--- src/rtl/seg7_frame_decoder.sv ---
// Watches a multiplexed 8-digit seven-segment display. It recovers the Celsius and
// Fahrenheit readings from a frame shaped like "C°dd F°dd" (slot 0 .. slot 7).
module seg7_frame_decoder #(
  parameter int SETTLE_CYCLES = 16
) (
  input  logic       clk_100MHz,
  input  logic       rst_n,
  input  logic [7:0] an,
  input  logic [6:0] seg,
  output logic [7:0] c_data,
  output logic [7:0] f_data,
  output logic       frame_valid,
  output logic       frame_err
);

  localparam logic [15:0] SETTLE     = 16'(SETTLE_CYCLES);
  localparam logic [15:0] SAMPLE_PRE = 16'(SETTLE_CYCLES - 2);

  localparam logic [6:0] SEG_C   = 7'b0110001;
  localparam logic [6:0] SEG_DEG = 7'b0011100;
  localparam logic [6:0] SEG_F   = 7'b0111000;

  logic [7:0]  r_an;
  logic [6:0]  r_seg;
  logic [7:0]  r_an_d;
  logic [6:0]  r_seg_d;
  logic [15:0] r_cnt;
  logic [7:0]  r_mask;
  logic        r_err;
  logic [3:0]  r_c_ones;
  logic [3:0]  r_c_tens;
  logic [3:0]  r_f_ones;
  logic [3:0]  r_f_tens;

  logic [2:0]  w_slot;
  logic [3:0]  w_zeros;
  logic        w_idle;
  logic        w_stable;
  logic        w_sample;
  logic        w_digit_ok;
  logic [3:0]  w_digit;
  logic [3:0]  w_store;
  logic        w_bad;
  logic        w_complete;
  logic [7:0]  w_mask_next;
  logic        w_err_next;
  logic [7:0]  w_c_val;
  logic [7:0]  w_f_val;

  // The slot is valid only when exactly one anode line is low.
  always_comb begin
    w_slot  = 3'd0;
    w_zeros = 4'd0;
    for (int i = 0; i < 8; i++) begin
      if (!r_an[i]) begin
        w_zeros = w_zeros + 4'd1;
        w_slot  = 3'(i);
      end
    end
    w_idle = (w_zeros != 4'd1);
  end

  assign w_stable = !w_idle && (r_an == r_an_d) && (r_seg == r_seg_d);
  // Fire on the edge that moves the counter onto SETTLE-1, so each dwell samples once.
  assign w_sample = w_stable && (r_cnt == SAMPLE_PRE);

  always_comb begin
    w_digit_ok = 1'b1;
    w_digit    = 4'd0;
    case (r_seg)
      7'b0000001: w_digit = 4'd0;
      7'b1001111: w_digit = 4'd1;
      7'b0010010: w_digit = 4'd2;
      7'b0000110: w_digit = 4'd3;
      7'b1001100: w_digit = 4'd4;
      7'b0100100: w_digit = 4'd5;
      7'b0100000: w_digit = 4'd6;
      7'b0001111: w_digit = 4'd7;
      7'b0000000: w_digit = 4'd8;
      7'b0000100: w_digit = 4'd9;
      default:    w_digit_ok = 1'b0;
    endcase
    w_store = w_digit_ok ? w_digit : 4'd0;
  end

  always_comb begin
    w_bad = 1'b0;
    case (w_slot)
      3'd0:       w_bad = (r_seg != SEG_C);
      3'd1, 3'd5: w_bad = (r_seg != SEG_DEG);
      3'd4:       w_bad = (r_seg != SEG_F);
      default:    w_bad = !w_digit_ok;
    endcase
  end

  // On completion the mask and error restart, but a sample landing in the same cycle
  // already belongs to the next frame.
  assign w_complete  = (r_mask == 8'hFF);
  assign w_mask_next = (w_complete ? 8'h00 : r_mask) |
                       (w_sample ? 8'(8'd1 << w_slot) : 8'h00);
  assign w_err_next  = (w_complete ? 1'b0 : r_err) | (w_sample && w_bad);

  assign w_c_val = 8'({4'd0, r_c_tens} << 3) + 8'({4'd0, r_c_tens} << 1) + {4'd0, r_c_ones};
  assign w_f_val = 8'({4'd0, r_f_tens} << 3) + 8'({4'd0, r_f_tens} << 1) + {4'd0, r_f_ones};

  always_ff @(posedge clk_100MHz) begin
    if (!rst_n) begin
      r_an        <= 8'd0;
      r_seg       <= 7'd0;
      r_an_d      <= 8'd0;
      r_seg_d     <= 7'd0;
      r_cnt       <= 16'd0;
      r_mask      <= 8'd0;
      r_err       <= 1'b0;
      r_c_ones    <= 4'd0;
      r_c_tens    <= 4'd0;
      r_f_ones    <= 4'd0;
      r_f_tens    <= 4'd0;
      c_data      <= 8'd0;
      f_data      <= 8'd0;
      frame_valid <= 1'b0;
      frame_err   <= 1'b0;
    end else begin
      r_an    <= an;
      r_seg   <= seg;
      r_an_d  <= r_an;
      r_seg_d <= r_seg;

      if (!w_stable) begin
        r_cnt <= 16'd0;
      end else if (r_cnt < SETTLE) begin
        r_cnt <= r_cnt + 16'd1;
      end

      r_mask <= w_mask_next;
      r_err  <= w_err_next;

      if (w_sample) begin
        case (w_slot)
          3'd2:    r_c_ones <= w_store;
          3'd3:    r_c_tens <= w_store;
          3'd6:    r_f_ones <= w_store;
          3'd7:    r_f_tens <= w_store;
          default: ;
        endcase
      end

      frame_valid <= w_complete && !r_err;
      frame_err   <= w_complete && r_err;
      if (w_complete && !r_err) begin
        c_data <= w_c_val;
        f_data <= w_f_val;
      end
    end
  end

endmodule

--- config.mk ---
export PLATFORM = sky130hd
export DESIGN_NAME = seg7_frame_decoder
export DESIGN_NICKNAME = d
export VERILOG_FILES = /design/src/rtl/seg7_frame_decoder.sv
export SDC_FILE = /design/constraint.sdc
export NUM_CORES = 1
export LEC_CHECK = 0
export CORE_ASPECT_RATIO = 0.6
export CORE_MARGIN = 5
export CORE_UTILIZATION = 57
export DETAILED_ROUTE_END_ITERATION = 10
export GPL_TIMING_DRIVEN = 0
export PLACE_DENSITY = 0.78
export SYNTH_ARGS = -nofsm -noshare
export SYNTH_HDL_FRONTEND = slang
export SYNTH_SLANG_ARGS = --single-unit
--- constraint.sdc ---
create_clock -name clk_100MHz -period 6.5 [get_ports clk_100MHz]
set_input_delay 1.3 -clock clk_100MHz [delete_from_list [all_inputs] [get_ports clk_100MHz]]
set_output_delay 1.3 -clock clk_100MHz [all_outputs]
set_load 0.02 [all_outputs]
* Yosys cells after proc, flatten, opt, wreduce, memory -nomap -nowiden
Index checks and enable logic that the tools add are counted.
** Word-level totals
- Output and inout bits :: 18
- Bits of input ports :: 17
- Flip-flop bits (word level) :: 89
** Operators by class
- Equal/unequal tests :: 24
- Add/sub/neg operators :: 12
- Magnitude comparators :: 1
- Multiplexer cells :: 22
- Reductions and logical operators :: 18
- Bitwise operators :: 2
- Shift-type cells :: 1
** Operators with widths (number)
- 4-bit case mux with 9 select lines :: 1
- 4-bit two-way mux :: 8
- 4-bit by 1-bit adder with 4-bit output (second input constant) :: 7
- 16-bit by 1-bit adder with 16-bit output (second input constant) :: 1
- 7-bit by 5-bit adder with 8-bit output :: 2
- 8-bit by 4-bit adder with 8-bit output :: 2
- 16-bit by 4-bit equality test with 1-bit output (second input constant) :: 1
- 16-bit by 5-bit less-than comparator with 1-bit output (second input constant) :: 1
- 8-bit two-way mux :: 2
- 7-bit by 3-bit equality test with 1-bit output (second input constant) :: 2
- 7-bit by 6-bit equality test with 1-bit output (second input constant) :: 2
- 7-bit equality test (second input constant) :: 2
- 7-bit by 6-bit != test with 1-bit output (second input constant) :: 2
- 3-bit equality test (second input constant) :: 4
- 3-bit two-way mux :: 4
- 2-bit AND reduction :: 5
- 10-bit OR reduction :: 1
- 8-bit equality test :: 1
- 8-bit equality test (second input constant) :: 1
- 8-bit bitwise OR :: 1
- 1-bit by 3-bit left shift with 8-bit output (first input constant) :: 1
- 7-bit by 1-bit equality test with 1-bit output (second input constant) :: 1
- 7-bit by 4-bit equality test with 1-bit output (second input constant) :: 1
- 7-bit by 5-bit equality test with 1-bit output (second input constant) :: 1
- other kinds (14) :: 26

* Logic depth before layout (Yosys ltp)
- Word-level depth :: 22
- Depth in mapped cells :: 25
- Gate-level depth less buffers :: 23

* Worst setup path after synthesis
Ideal clock, no wire load.
- Path type :: reg-to-reg
- Start point :: reg r_an[1]
- End point :: reg r_cnt[10]
- Setup slack :: 1.973 ns
- Path buffers :: 2
- Period minus slack after synthesis :: 4.527 ns
- Stages on the path, launching flop included :: 26
- Arrival :: 4.412 ns
- Required time :: 6.385 ns
- Cell sequence :: dfxtp_1 inv_1 ha_1 nand2b_1 and2_1 ha_1 nor2b_1 a31o_2 ha_1 nor2_1 nor2_1 ha_1 nor2_1 a21oi_1 a31o_2 ha_1 inv_1 o21ai_0 ha_1 inv_1 o211a_1 o21a_1 and4_1 buf_4 buf_6 and2_1
** On the way
- Longest elaborated chain between the ends :: 18
- Elaborated cells on any way between the ends :: 19
- Those cells by class :: 6 x add/sub; 2 x eq/ne; 7 x mux; 4 x reduce/logical
** RTL lines
- start: declaration :: line 23 : logic [7:0] r_an;
- start signal: assignment :: line 124 : r_an <= an;
- 4-bit two-way mux :: line 55 : if (!r_an[i]) begin
- 4-bit by 1-bit adder with 4-bit output :: line 56 : w_zeros = w_zeros + 4'd1;
- 4-bit two-way mux :: line 55
- 4-bit by 1-bit adder with 4-bit output :: line 56
- 4-bit two-way mux :: line 55
- 4-bit by 1-bit adder with 4-bit output :: line 56
- 4-bit two-way mux :: line 55
- 4-bit by 1-bit adder with 4-bit output :: line 56
- 4-bit two-way mux :: line 55
- 4-bit by 1-bit adder with 4-bit output :: line 56
- 4-bit two-way mux :: line 55
- 4-bit by 1-bit adder with 4-bit output :: line 56
- 4-bit two-way mux :: line 55
- 4-bit by 1-bit != test with 1-bit output :: line 60 : w_idle = (w_zeros != 4'd1);
- 1-bit logical NOT :: line 63 : assign w_stable = !w_idle && (r_an == r_an_d) && (r_seg == r_seg_d);
- 1-bit logical AND * (2 in series) :: line 63
- 2-bit AND reduction (no source line) *
- end signal: assignment :: line 132 : r_cnt <= r_cnt + 16'd1;
- end: declaration :: line 27 : logic [15:0] r_cnt;
Every way passes the cells marked *; elsewhere a longest branch is shown, timed or not.
A chain may end at the register's enable or synchronous reset.

* Worst setup path in the final report
- Start point :: reg r_an[1]
- End point :: reg r_mask[1]
** On the way
- Longest elaborated chain between the ends :: 20
- Elaborated cells on any way between the ends :: 29
- Those cells by class :: 6 x add/sub; 2 x eq/ne; 1 x shift; 15 x mux; 1 x bitwise; 4 x reduce/logical
** RTL lines
- 4-bit two-way mux :: line 55
- 4-bit by 1-bit adder with 4-bit output :: line 56
- 4-bit two-way mux :: line 55
- 4-bit by 1-bit adder with 4-bit output :: line 56
- 4-bit two-way mux :: line 55
- 4-bit by 1-bit adder with 4-bit output :: line 56
- 4-bit two-way mux :: line 55
- 4-bit by 1-bit adder with 4-bit output :: line 56
- [... 3 more ...]
- 4-bit by 1-bit adder with 4-bit output :: line 56
- 4-bit two-way mux :: line 55
- 4-bit by 1-bit != test with 1-bit output :: line 60
- 1-bit logical NOT :: line 63
- 1-bit logical AND (2 in series) :: line 63
- 1-bit logical AND :: line 65 : assign w_sample = w_stable && (r_cnt == SAMPLE_PRE);
- 8-bit two-way mux * :: line 100 : (w_sample ? 8'(8'd1 << w_slot) : 8'h00);
- 8-bit bitwise OR * :: line 99 : assign w_mask_next = (w_complete ? 8'h00 : r_mask) |
- end signal: assignment :: line 135 : r_mask <= w_mask_next;
- end: declaration :: line 28 : logic [7:0] r_mask;
Marks and branches as above.

==> results.md <==
- Syn Nets: 510
- Die X: ~120 um
- Netlist cell types: 56
- Via count of the first global-routing pass: between 3,000 and 4,000
- Number of H-tree levels: 3
- Hpwl dp: 7.063 mm
- Finish-stage setup viols: 0
- Most frequent cells in the layout: dfxtp_1, nand2_1, and2_1
- Worst-Skew Late Latency: 0.34 ns
- Largest cells by area after synthesis: dfxtp_1, ha_1, and2_1
- WP data required: 6.78 ns
- Crit-path cells: inv_1 -> ha_1 -> nand2b_1 -> and2_1 -> ha_1 -> nor2b_1 -> a31o_2 -> ha_1 -> nor2_1 -> nor2_1 -> ha_1 -> nor2_1 -> a21oi_1 -> a31o_2 -> ha_1 -> inv_1 -> o21ai_0 -> ha_1 -> nand2b_1 -> a221oi_4 -> o211ai_1 -> nor4_1 -> a32o_1
- Cells after Synth: 466
- Final hold viol count: 0
- Register area: 0.001782 sq mm
- Hold path start: r_f_ones[0]$_SDFFE_PN0P_
- Post-CTS setup repair buffer count: 0
- CP endpoint kind: flip-flop
- Fill count: 599
- IO Port Bufs: 34
- DIE HEIGHT: 77.61 um
- Crit path DAT: 5.40 ns
- Top cell type's share of synthesized area: 41.03%
- Drt first-iter violations: 264
- Final worst-path cycle share: 78.75%
- Cts-stage hold buffer count: 0
- Flop-to-flop setup slack: 1.38 ns
- PnR Total Power: 0.001308 W
- EDFF count, synth: 0
- I/O pins: 35
- Flop and latch count out of synthesis: between 80 and 90
- Hold depth: 2
- Syn Area/Cell: 9.320 sq um
- Post-cts gate resize count: 0
- Clk sinks: between 80 and 90
- Worst reg2reg path depth: 23
- Slew margin rel.: 41.09%
- Post-synthesis sequential area ratio: 41.03%
- Overflow after GRT: 0
- CTS max path bufs: 2
- Slew Limit Fails: 0
- Min-Delay Path Class: reg2reg
- Clk_skew: 0.003034 ns
- Clock-pin slew on the worst setup and hold paths: approximately 0.06 ns
- Slowest CP cell: nor4_1
- Multi-input logic area: 0.002375 sq mm
- Post-DR vias/cell: 5.520
- Antenna diode count: 0
- Vias: around 3,400
- Nets: 555
- Slew @ Worst Pin: a little under 0.9 ns
- Pre-antenna DRT Iters: 4
- Antenna violations before repair: 0
- Routed wire length: between 9 and 10 mm
- Endpoint, Worst Hold: f_data[0]$_SDFFE_PN0P_
- Post-synth top area cell: dfxtp_1
- Synth Warn #: 0
- Commonest non-fill, non-tap cell in the layout: dfxtp_1
- Routed Antenna Nets: 0
- Top cell by count, worst path: ha_1
- Synthesized area: 0.004343 sq mm
- Top FF cell, synth: dfxtp_1
- Critical Path Max Stage Delay: 0.49 ns
- Largest net degree at the start of global routing: 15
- All-Layer GR Usage: a little over a fifth
- Layout area overhead: 18.18%
- Critical path launch point type: flip-flop
- Avg WL per Cell: 15.69 um
- Clock period minus worst slack: 5.119 ns
- Share of layout cells above drive strength 1: 6.796%
- Pwr/cell area: ~250 mW/mm^2
- CTS tree: yes
- FMAX: 195.4 MHz
- Root buf cell: clkbuf_16
- Final setup TNS: 0 ns
- Max Cap Violations: 0
- GP Congestion: 0.8295
- Post-synth ARST share: 0%
- LEAKAGE: 2.157 nW
- Total CTS buffers: 9
- First-pass GRT wire length: 16.35 mm
- Max IR drop VDD: 0.1791 mV
- Crit Path Category: reg2reg
- Fin util: 70.05%
- DRC viols: 0
- Initial core utilization: about 59%
- R2R Path End: r_mask[1]$_SDFF_PN0_
- Num rows: 24
- Worst-path maximum fanout: 5
- Run status: finished clean
- FF-to-FF Start: r_an[1]$_SDFF_PN0_
- Core Footprint: 0.007327 sq mm
- RSZ-0062 raised after global routing: no
- Die ar.: 0.009522 sq mm
[flip-flops by register name, summed over array words and instances, names as in the netlist]
name	count
r_cnt	16
frame_valid	1
r_f_tens	4
r_c_ones	4
f_data	8
r_err	1
c_data	8
r_seg_d	7
r_an_d	8
r_f_ones	4
r_an	8
r_c_tens	4
frame_err	1
r_mask	8
r_seg	7
[report_power, final]
part	total [W]	switching (W)	internal, W
registers	0.000559	0.00000524	0.000554
clock network	0.000552	0.000208	0.000344
logic	0.000196	0.000109	0.0000872
total	0.00131	0.000323	0.000985
[worst max-delay path by stage]
| stage | startpoint | endpoint | slack, ns |
|---|---|---|---|
| 2_1_floorplan | r_an[1]$_SDFF_PN0_ | r_cnt[10]$_SDFFE_PN0N_ | 1.97 |
| 3_3_place_gp | r_an[1]$_SDFF_PN0_ | r_f_ones[0]$_SDFFE_PN0P_ | 1.63 |
| 3_5_place_dp | r_an[1]$_SDFF_PN0_ | r_f_tens[2]$_SDFFE_PN0P_ | 1.49 |
| 4_1_cts | r_an[1]$_SDFF_PN0_ | r_f_tens[2]$_SDFFE_PN0P_ | 1.43 |
| 5_1_grt | r_an[1]$_SDFF_PN0_ | r_f_tens[2]$_SDFFE_PN0P_ | 1.04 |
| 6_report | r_an[1]$_SDFF_PN0_ | r_mask[1]$_SDFF_PN0_ | 1.38 |
[stage by stage]
stage	instances	hold slack (ns)	setup WS, ns	cell area (sq um)
after global routing	619	0.4773	1.041	5132
after global placement	604	0.4385	1.635	4813
final	619	0.4496	1.381	5132
after CTS	619	0.4511	1.425	5132
after floorplan	466	0.4272	1.973	4343
after detailed placement	604	0.4470	1.494	4813
[cells in the mapped netlist (all sizes together) (4+ instances only)]
library cell,number
a31o,5
mux2i,12
nand2,54
fa,4
nor3,6
ha,23
nor2b,8
nor2,25
nand4,7
xor2,16
inv,13
buf,6
xnor2,16
and3,4
o21ai,9
dfxtp,89
a21oi,24
clkbuf,23
nand3,8
nand2b,8
a21o,6
o211ai,6
nor4,7
and2,42
nand3b,4
[metal layers]
metal	global-route usage [%]	part of all wire (%)
met1	29.87	48
met4	6.592	1.5
met3	5.523	5.7
met5	0	0
met2	33.30	45
[worst max-delay path: cells and delay by family (launching register included)]
family	cells	cell delay, ns
AO/OA/AOI/OAI	7	1.46
adder cells (fa/ha/maj)	6	1.58
buffers and inverters	2	0.12
flip-flops	1	0.40
AND/OR/NAND/NOR	8	1.49
[cell type report]
class                      count  area share (%)
tap                          104           2.535
buffer                        29           2.682
timing repair buffer          34           6.631
clock inverter                 5           1.560
multi-input combinational    335           46.27
clock buffer                  10           4.656
inverter                      13          0.9508
sequential                    89           34.71
[cells by family after synthesis]
| kind of cell | synth area share, % |
|---|---|
| flops | 41.03 |
| compound gates | 12.71 |
| xor+xnor | 8.701 |
| simple gates | 22.04 |
| fa+ha+maj | 8.470 |
| mux | 2.766 |
| buf+inv | 4.293 |
No activity file was read; power rests on OpenSTA's default activity.
